File: src/rtl/week5_ex2_serial_parity.sv
// Serial even-parity accumulator: folds one bit per accepted cycle into a
// registered XOR and pulses done with the frame parity.
// Optional feature macro: PARITY_CHECK_EN adds a CHECK state that compares a
// trailing received-parity bit against the accumulated parity and reports err.
module week5_ex2_serial_parity #(
    parameter int FRAME_BITS = 8,
    parameter int CNT_W      = $clog2(FRAME_BITS + 1)
) (
    input  logic             clk,
    input  logic             rst,
    input  logic             start,
    input  logic             bit_in,
    input  logic             bit_vld,
    output logic             busy,
    output logic             done,
    output logic             parity,
    output logic [CNT_W-1:0] count,
    output logic             err
);

    localparam logic [CNT_W-1:0] FRAME_CNT = CNT_W'(FRAME_BITS);

    typedef enum logic [1:0] {
        IDLE  = 2'd0,
        SHIFT = 2'd1,
        DONE  = 2'd2
`ifdef PARITY_CHECK_EN
        , CHECK = 2'd3
`endif
    } state_t;

    state_t           state_q, state_d;
    logic             acc_q, acc_d;
    logic [CNT_W-1:0] count_q, count_d;
    logic             parity_q, parity_d;
    logic             busy_q, busy_d;
    logic             done_q, done_d;
`ifdef PARITY_CHECK_EN
    logic             err_q, err_d;
`endif

    // Next-state, accumulator and registered-output computation
    always_comb begin
        state_d  = state_q;
        acc_d    = acc_q;
        count_d  = count_q;
        parity_d = parity_q;
`ifdef PARITY_CHECK_EN
        err_d    = err_q;
`endif
        case (state_q)
            IDLE: begin
                if (start) begin
                    acc_d   = 1'b0;
                    count_d = '0;
`ifdef PARITY_CHECK_EN
                    err_d   = 1'b0;
`endif
                    state_d = SHIFT;
                end
            end
            SHIFT: begin
                // count never passes FRAME_CNT; the guard keeps it saturating
                if (bit_vld && (count_q != FRAME_CNT)) begin
                    acc_d   = acc_q ^ bit_in;
                    count_d = count_q + CNT_W'(1);
                    if (count_d == FRAME_CNT) begin
`ifdef PARITY_CHECK_EN
                        state_d  = CHECK;
`else
                        parity_d = acc_d;
                        state_d  = DONE;
`endif
                    end
                end
            end
`ifdef PARITY_CHECK_EN
            CHECK: begin
                // next valid bit is the received parity, not counted as data
                if (bit_vld) begin
                    err_d    = (bit_in != acc_q);
                    parity_d = acc_q;
                    state_d  = DONE;
                end
            end
`endif
            DONE: begin
                if (start) begin
                    acc_d   = 1'b0;
                    count_d = '0;
`ifdef PARITY_CHECK_EN
                    err_d   = 1'b0;
`endif
                    state_d = SHIFT;
                end else begin
                    state_d = IDLE;
                end
            end
            default: state_d = IDLE;
        endcase

        // outputs follow the state being entered so they are flop-driven
        busy_d = (state_d == SHIFT);
`ifdef PARITY_CHECK_EN
        if (state_d == CHECK) busy_d = 1'b1;
`endif
        done_d = (state_d == DONE);
    end

    // State and output registers, cleared asynchronously
    always_ff @(posedge clk or posedge rst) begin
        if (rst) begin
            state_q  <= IDLE;
            acc_q    <= 1'b0;
            count_q  <= '0;
            parity_q <= 1'b0;
            busy_q   <= 1'b0;
            done_q   <= 1'b0;
        end else begin
            state_q  <= state_d;
            acc_q    <= acc_d;
            count_q  <= count_d;
            parity_q <= parity_d;
            busy_q   <= busy_d;
            done_q   <= done_d;
        end
    end

`ifdef PARITY_CHECK_EN
    // Received-parity error flag, held until the next start
    always_ff @(posedge clk or posedge rst) begin
        if (rst) err_q <= 1'b0;
        else     err_q <= err_d;
    end
    assign err = err_q;
`else
    assign err = 1'b0;
`endif

    assign busy   = busy_q;
    assign done   = done_q;
    assign parity = parity_q;
    assign count  = count_q;

endmodule
File: config.mk
export PLATFORM = sky130hd
export DESIGN_NAME = week5_ex2_serial_parity
export DESIGN_NICKNAME = d
export VERILOG_FILES = /design/src/rtl/week5_ex2_serial_parity.sv
export SDC_FILE = /design/constraint.sdc
export NUM_CORES = 1
export LEC_CHECK = 0
export BUFFER_PORTS_ARGS = -buffer_cell sky130_fd_sc_hd__buf_2
export CAP_MARGIN = 30
export CORE_AREA = 5 5 42 44
export DETAILED_ROUTE_END_ITERATION = 12
export DIE_AREA = 0 0 47 49
export GPL_TIMING_DRIVEN = 0
export HOLD_SLACK_MARGIN = 0.02
export PLACE_DENSITY = 0.67
export SLEW_MARGIN = 5
export SYNTH_ARGS = -nofsm -noshare
export SYNTH_HDL_FRONTEND = slang
export SYNTH_SLANG_ARGS = --single-unit
File: constraint.sdc
create_clock -name clk -period 1.8 [get_ports clk]
set_input_delay 0.36 -clock clk [delete_from_list [all_inputs] [get_ports clk]]
set_output_delay 0.36 -clock clk [all_outputs]
set_load 0.02 [all_outputs]
Word level (Yosys, flattened, before mapping)
Index checks and enable logic that the tools add are counted.

Bits in read-only memories: 0. Memories: 0. Input bits: 5. Logic and storage cells: 33. Bits in writable memories: 0. Register bits after elaboration: 10. Output and inout port bits: 8. Bits in latches: 0.

Multipliers: 0. Shift operators: 0. Bitwise gates (word level): 1. Reductions and logical operators: 6. Muxes and demuxes: 11. Equal/unequal tests: 8. Divide/modulo/power cells: 0. Order comparisons: 0. Add/subtract/negate cells: 1.

Operators by type and width (count): 4-bit 2-to-1 mux (2); 4-bit case mux with 2 select lines (1); 2-bit 2-to-1 mux (3); 2-bit case mux with 3 select lines (1); 3-bit AND reduction (2); 4-bit by 1-bit adder with 4-bit output, second input constant (1); 2-bit by 1-bit equality test with 1-bit output, second input constant (2); 2-bit equality test, second input constant (2); 4-bit equality test, second input constant (1); 4-bit inequality test, second input constant (1); 1-bit 2-to-1 mux (3); 2-bit zero test (1); 2-bit by 1-bit inequality test with 1-bit output, second input constant (1); 2-bit inequality test, second input constant (1); 1-bit case mux with 2 select lines (1); 2-bit nonzero test (1); 2-bit OR reduction (1); 1-bit logical AND (1); 1-bit bitwise XOR (1).

Depth between registers and ports, before layout
Depth in word-level cells: 6. Depth in mapped cells: 5. Depth with buffers taken out: 5.

Least setup slack after synthesis
OpenSTA, ideal clock, no wires.

Path kind: reg-to-reg. From: reg count_q[0], in the netlist count[0]. To: reg parity_q, in the netlist parity. Data required time: 1.675 ns. Cell stages (with the launch flop): 5. Period minus slack after synthesis: 1.591 ns. Slack: 0.209 ns. Library setup time: 0.125 ns. Data arrival time: 1.466 ns. Buffers on the path: 0. Cells stage by stage: dfrtp_1 -> ha_1 -> nand3_1 -> a211o_2 -> mux2_4.

Word-level cells in the longest chain between the ends: 3. Elaborated cells on any way between the ends: 5. Classes of those cells: add/sub (1); eq/ne (2); reduce/logical (2).

RTL lines: from (decl) (RTL line 34) `logic [CNT_W-1:0] count_q, count_d;`; from (signal assigned) (RTL line 122) `count_q <= count_d;`; 4-bit by 1-bit adder with 4-bit output or 4-bit inequality test (tied branches) (RTL line 66, 64); 4-bit equality test or 1-bit logical AND (tied branches) (RTL line 67, 64); 3-bit AND reduction (no source line) *; to (signal assigned) (RTL line 123) `parity_q <= parity_d;`; to (decl) (RTL line 35) `logic parity_q, parity_d;`.

Every way passes the cells marked *; elsewhere a longest branch is shown, timed or not. A chain may end at the register's enable or synchronous reset.

Final worst setup path
Same ends and word-level chain as after synthesis.

==> summary.md <==
| Metric | Value |
|---|---|
| Run status | finished, final reports clean |
| Non-filler instance count after layout | 83 |
| Remaining antenna violation count | 0 |
| Worst path required time | 1960 ps |
| Final period demand of the worst path | 1560 ps |
| Post-Syn Area | 541 µm² |
| Max capacitance violation total | 0 |
| Number of gates resized after CTS | 0 |
| Later-pin clock latency in the skew report | 270 ps |
| TritonCTS clock tree | built |
| Placer congestion estimate | 0.746 |
| I/O Pins | 13 |
| Total overflow reported by the global router | 0 |
| Die footprint | 0.00230 mm² |
| Number of buffers on the longest clock path | 2 |
| Clock transition at the registers of the reported paths | 70 ps |
| Sequential fraction of design power | 38.8% |
| First-pass GRT wire length | 1.72 mm |
| Commonest cells after routing, fill and taps aside | buf_2 (11), dfrtp_1 (10), nand3_1 (5), inv_1 (5) |
| Share of total power in the clock network | 20.2% |
| Number of inserted diodes | 0 |
| Fraction of the yosys area taken by sequential cells | 46.3% |
| Net load switching power | 0.407 mW |
| Timing-limited maximum frequency | 641 MHz |
| Drc violations | 0 |
| DP Wirelength | 787 µm |
| Power per standard cell area | 1570 mW/mm² |
| Iteration count of the initial detailed-routing pass | 4 |
| Multiplexer share of the synthesized area | 4.86% |
| Detailed-route wire length | 1.02 mm |
| Initial standard-cell utilization of the core | 38.6% |
| Share of post-route cells with drive strength above 1 | 32.8% |
| Total count of hold-check failures in the final report | 0 |
| Synth-to-Final Area Change | 20.6% |
| Unrepaired setup endpoints after global routing | false |
| Leakage power | 0.347 nW |
| FFs w/ async S/R, synth | 100% |
| Synth Register Bits | 10 |
| Die Ht | 49 µm |
| Cell chosen for the clock root | clkbuf_4 |
| Xor/xnor share of the synthesized area | 0% |
| Kind of start point of the critical path | register |
| Worst-case clock skew | 0.398 ps |
| Data arrival, critical path | 1720 ps |
| Setup-failing EPs final | 0 |
| Pins over their slew limit | 0 |
| Total CTS buffers | 3 |
| Max rail drop VDD | 0.590 mV |
| Post-detailed-route wirelength per cell | 12.3 µm |
| Port-buffer cells | 11 |
| Layout net count | 75 |
| Initial antenna violation count | 0 |
| Overall routing resource usage | 10.8% |
| Average via count per standard cell | 5.08 |
| Area taken by flip-flops and latches | 250 µm² |
| Initial detailed-routing violation count | 6 |
| Number of placement rows | 14 |
| Setup TNS | 0 ps |
| Placeable core region | 0.00140 mm² |
| Critical Setup Path Class | reg -> reg |
| Max H-tree Level | 1 |
| Post-synth cell types | 25 |
| Placed inst area | 616 µm² |
| EDFF count, synth | 0 |
| Cells after Synth | 52 |
| Simple-gate share of the synthesized area | 25.2% |
| Post-CTS Setup Repair Bufs | 0 |
| Cell Int Power | 0.616 mW |
| Footprint of the multi-input gates | 264 µm² |
| Syn_nets | 59 |
| Share of total power in combinational logic | 40.9% |
| Hold Buf Count CTS | 0 |
| DR vias | 422 |
| Via count of the first global-routing pass | 380 |
| Largest net degree at the start of global routing | 11 |
| Most common cell after layout, fill and taps aside | buf_2 |
| Synthesized-area fraction occupied by ao, oa, aoi and oai cells | 13.4% |
| Critical Path Fanout Max | 7 |
| Number of synthesis warnings | 0 |
| Total instance count after detailed placement | 79 |
| Number of sinks driven by the clock tree | 10 |
| Class of the tightest hold or removal check | in -> async |
| Most instantiated flip-flop cell in the synthesis netlist | dfrtp_1 |
| Switching fraction of total power | 39.8% |
| Mean Syn Cell Area | 10.4 µm² |
| Cell area after layout | 652 µm² |
| Post-Synth Adder-Cell Area | 4.63% |
| Worst reg-to-reg setup slack | 240 ps |
| Die width | 47 µm |
| Critical Path End Type | register |
| Dominant combinational cell family by area after synthesis | simple AND/OR/NAND/NOR gates |
| Filler Cells Inserted | 151 |
| Final Cycle Share | 86.6% |
[critical path, stage by stage, from the launching register on]
cell and delay [ps]:
dfrtp_1 470, ha_1 220, nand3_1 100, a211o_2 360
mux2_4 300
[per-layer routing]
| metal | track usage, % | up-vias | part of all wire, % |
|---|---|---|---|
| met5 | 0 | - | 0 |
| met2 | 15.6 | 12 | 49 |
| met1 | 13.9 | 194 | 43 |
| met3 | 4.43 | 3 | 6.7 |
| met4 | 4.15 | 0 | 1.6 |
| li1 | - | 213 | - |
[layout make-up]
| class | count | area share (%) |
|---|---|---|
| multi-input combinational | 36 | 40.5 |
| sequential | 10 | 38.4 |
| timing repair buffer | 11 | 8.45 |
| clock buffer | 4 | 5.57 |
| tap | 16 | 3.07 |
| inverter | 5 | 2.88 |
| buffer | 1 | 1.15 |
[Yosys cell counts, types with 2 or more instances]
library cell / n / area share, %
a211o_2: 2 / 3.7
a21oi_1: 2 / 1.9
dfrtp_1: 10 / 46
ha_1: 2 / 4.6
inv_1: 5 / 3.5
nand2b_1: 4 / 4.6
nand3_1: 5 / 4.6
nand3b_1: 4 / 5.6
o21ai_0: 2 / 1.9
[power by group through the flow]
stage | Sequential [mW] | Clock (mW) | Combinational (mW)
4_1_cts | 0.398 | 0.208 | 0.423
5_1_grt | 0.420 | 0.223 | 0.468
2_1_floorplan | 0.458 | 0 | 0.238
6_report | 0.397 | 0.207 | 0.419
3_3_place_gp | 0.395 | 0 | 0.415
3_5_place_dp | 0.401 | 0 | 0.419
[kinds of logic (layout without fill, tap and decap cells)]
group / Yosys count / after routing
multiplexers: 2 / 2
other: 1 / 1
AO/OA/AOI/OAI: 10 / 10
AND/OR/NAND/NOR: 21 / 21
adder cells (fa/ha/maj): 2 / 2
buffers and inverters: 6 / 21
flip-flops: 10 / 10
[final timing paths]
path | from | to | depth (start not counted)
setup / recovery | count[0] | parity | 4
hold / removal | rst | parity | 2
setup reg to reg | count[0] | parity | 4
hold reg to reg | acc_q | acc_q | 1
max in group asynchronous | rst | busy | 2
min in group clk | start | busy | 3
[registers in the layout, indices dropped and copies added, names as in the netlist]
register,count
count,4
state_q,2
acc_q,1
busy,1
done,1
parity,1
[metrics by stage]
step	power, mW	worst slack, ps	utilization (%)	hold slack [ps]
after floorplan	0.696	209	-	200
after global placement	0.810	265	43.9	356
after detailed placement	0.821	257	43.9	362
after CTS	1.03	246	46.5	69.5
after global routing	1.11	125	46.5	95.4
final	1.02	240	46.5	55.5
No activity file was read; power rests on OpenSTA's default activity.
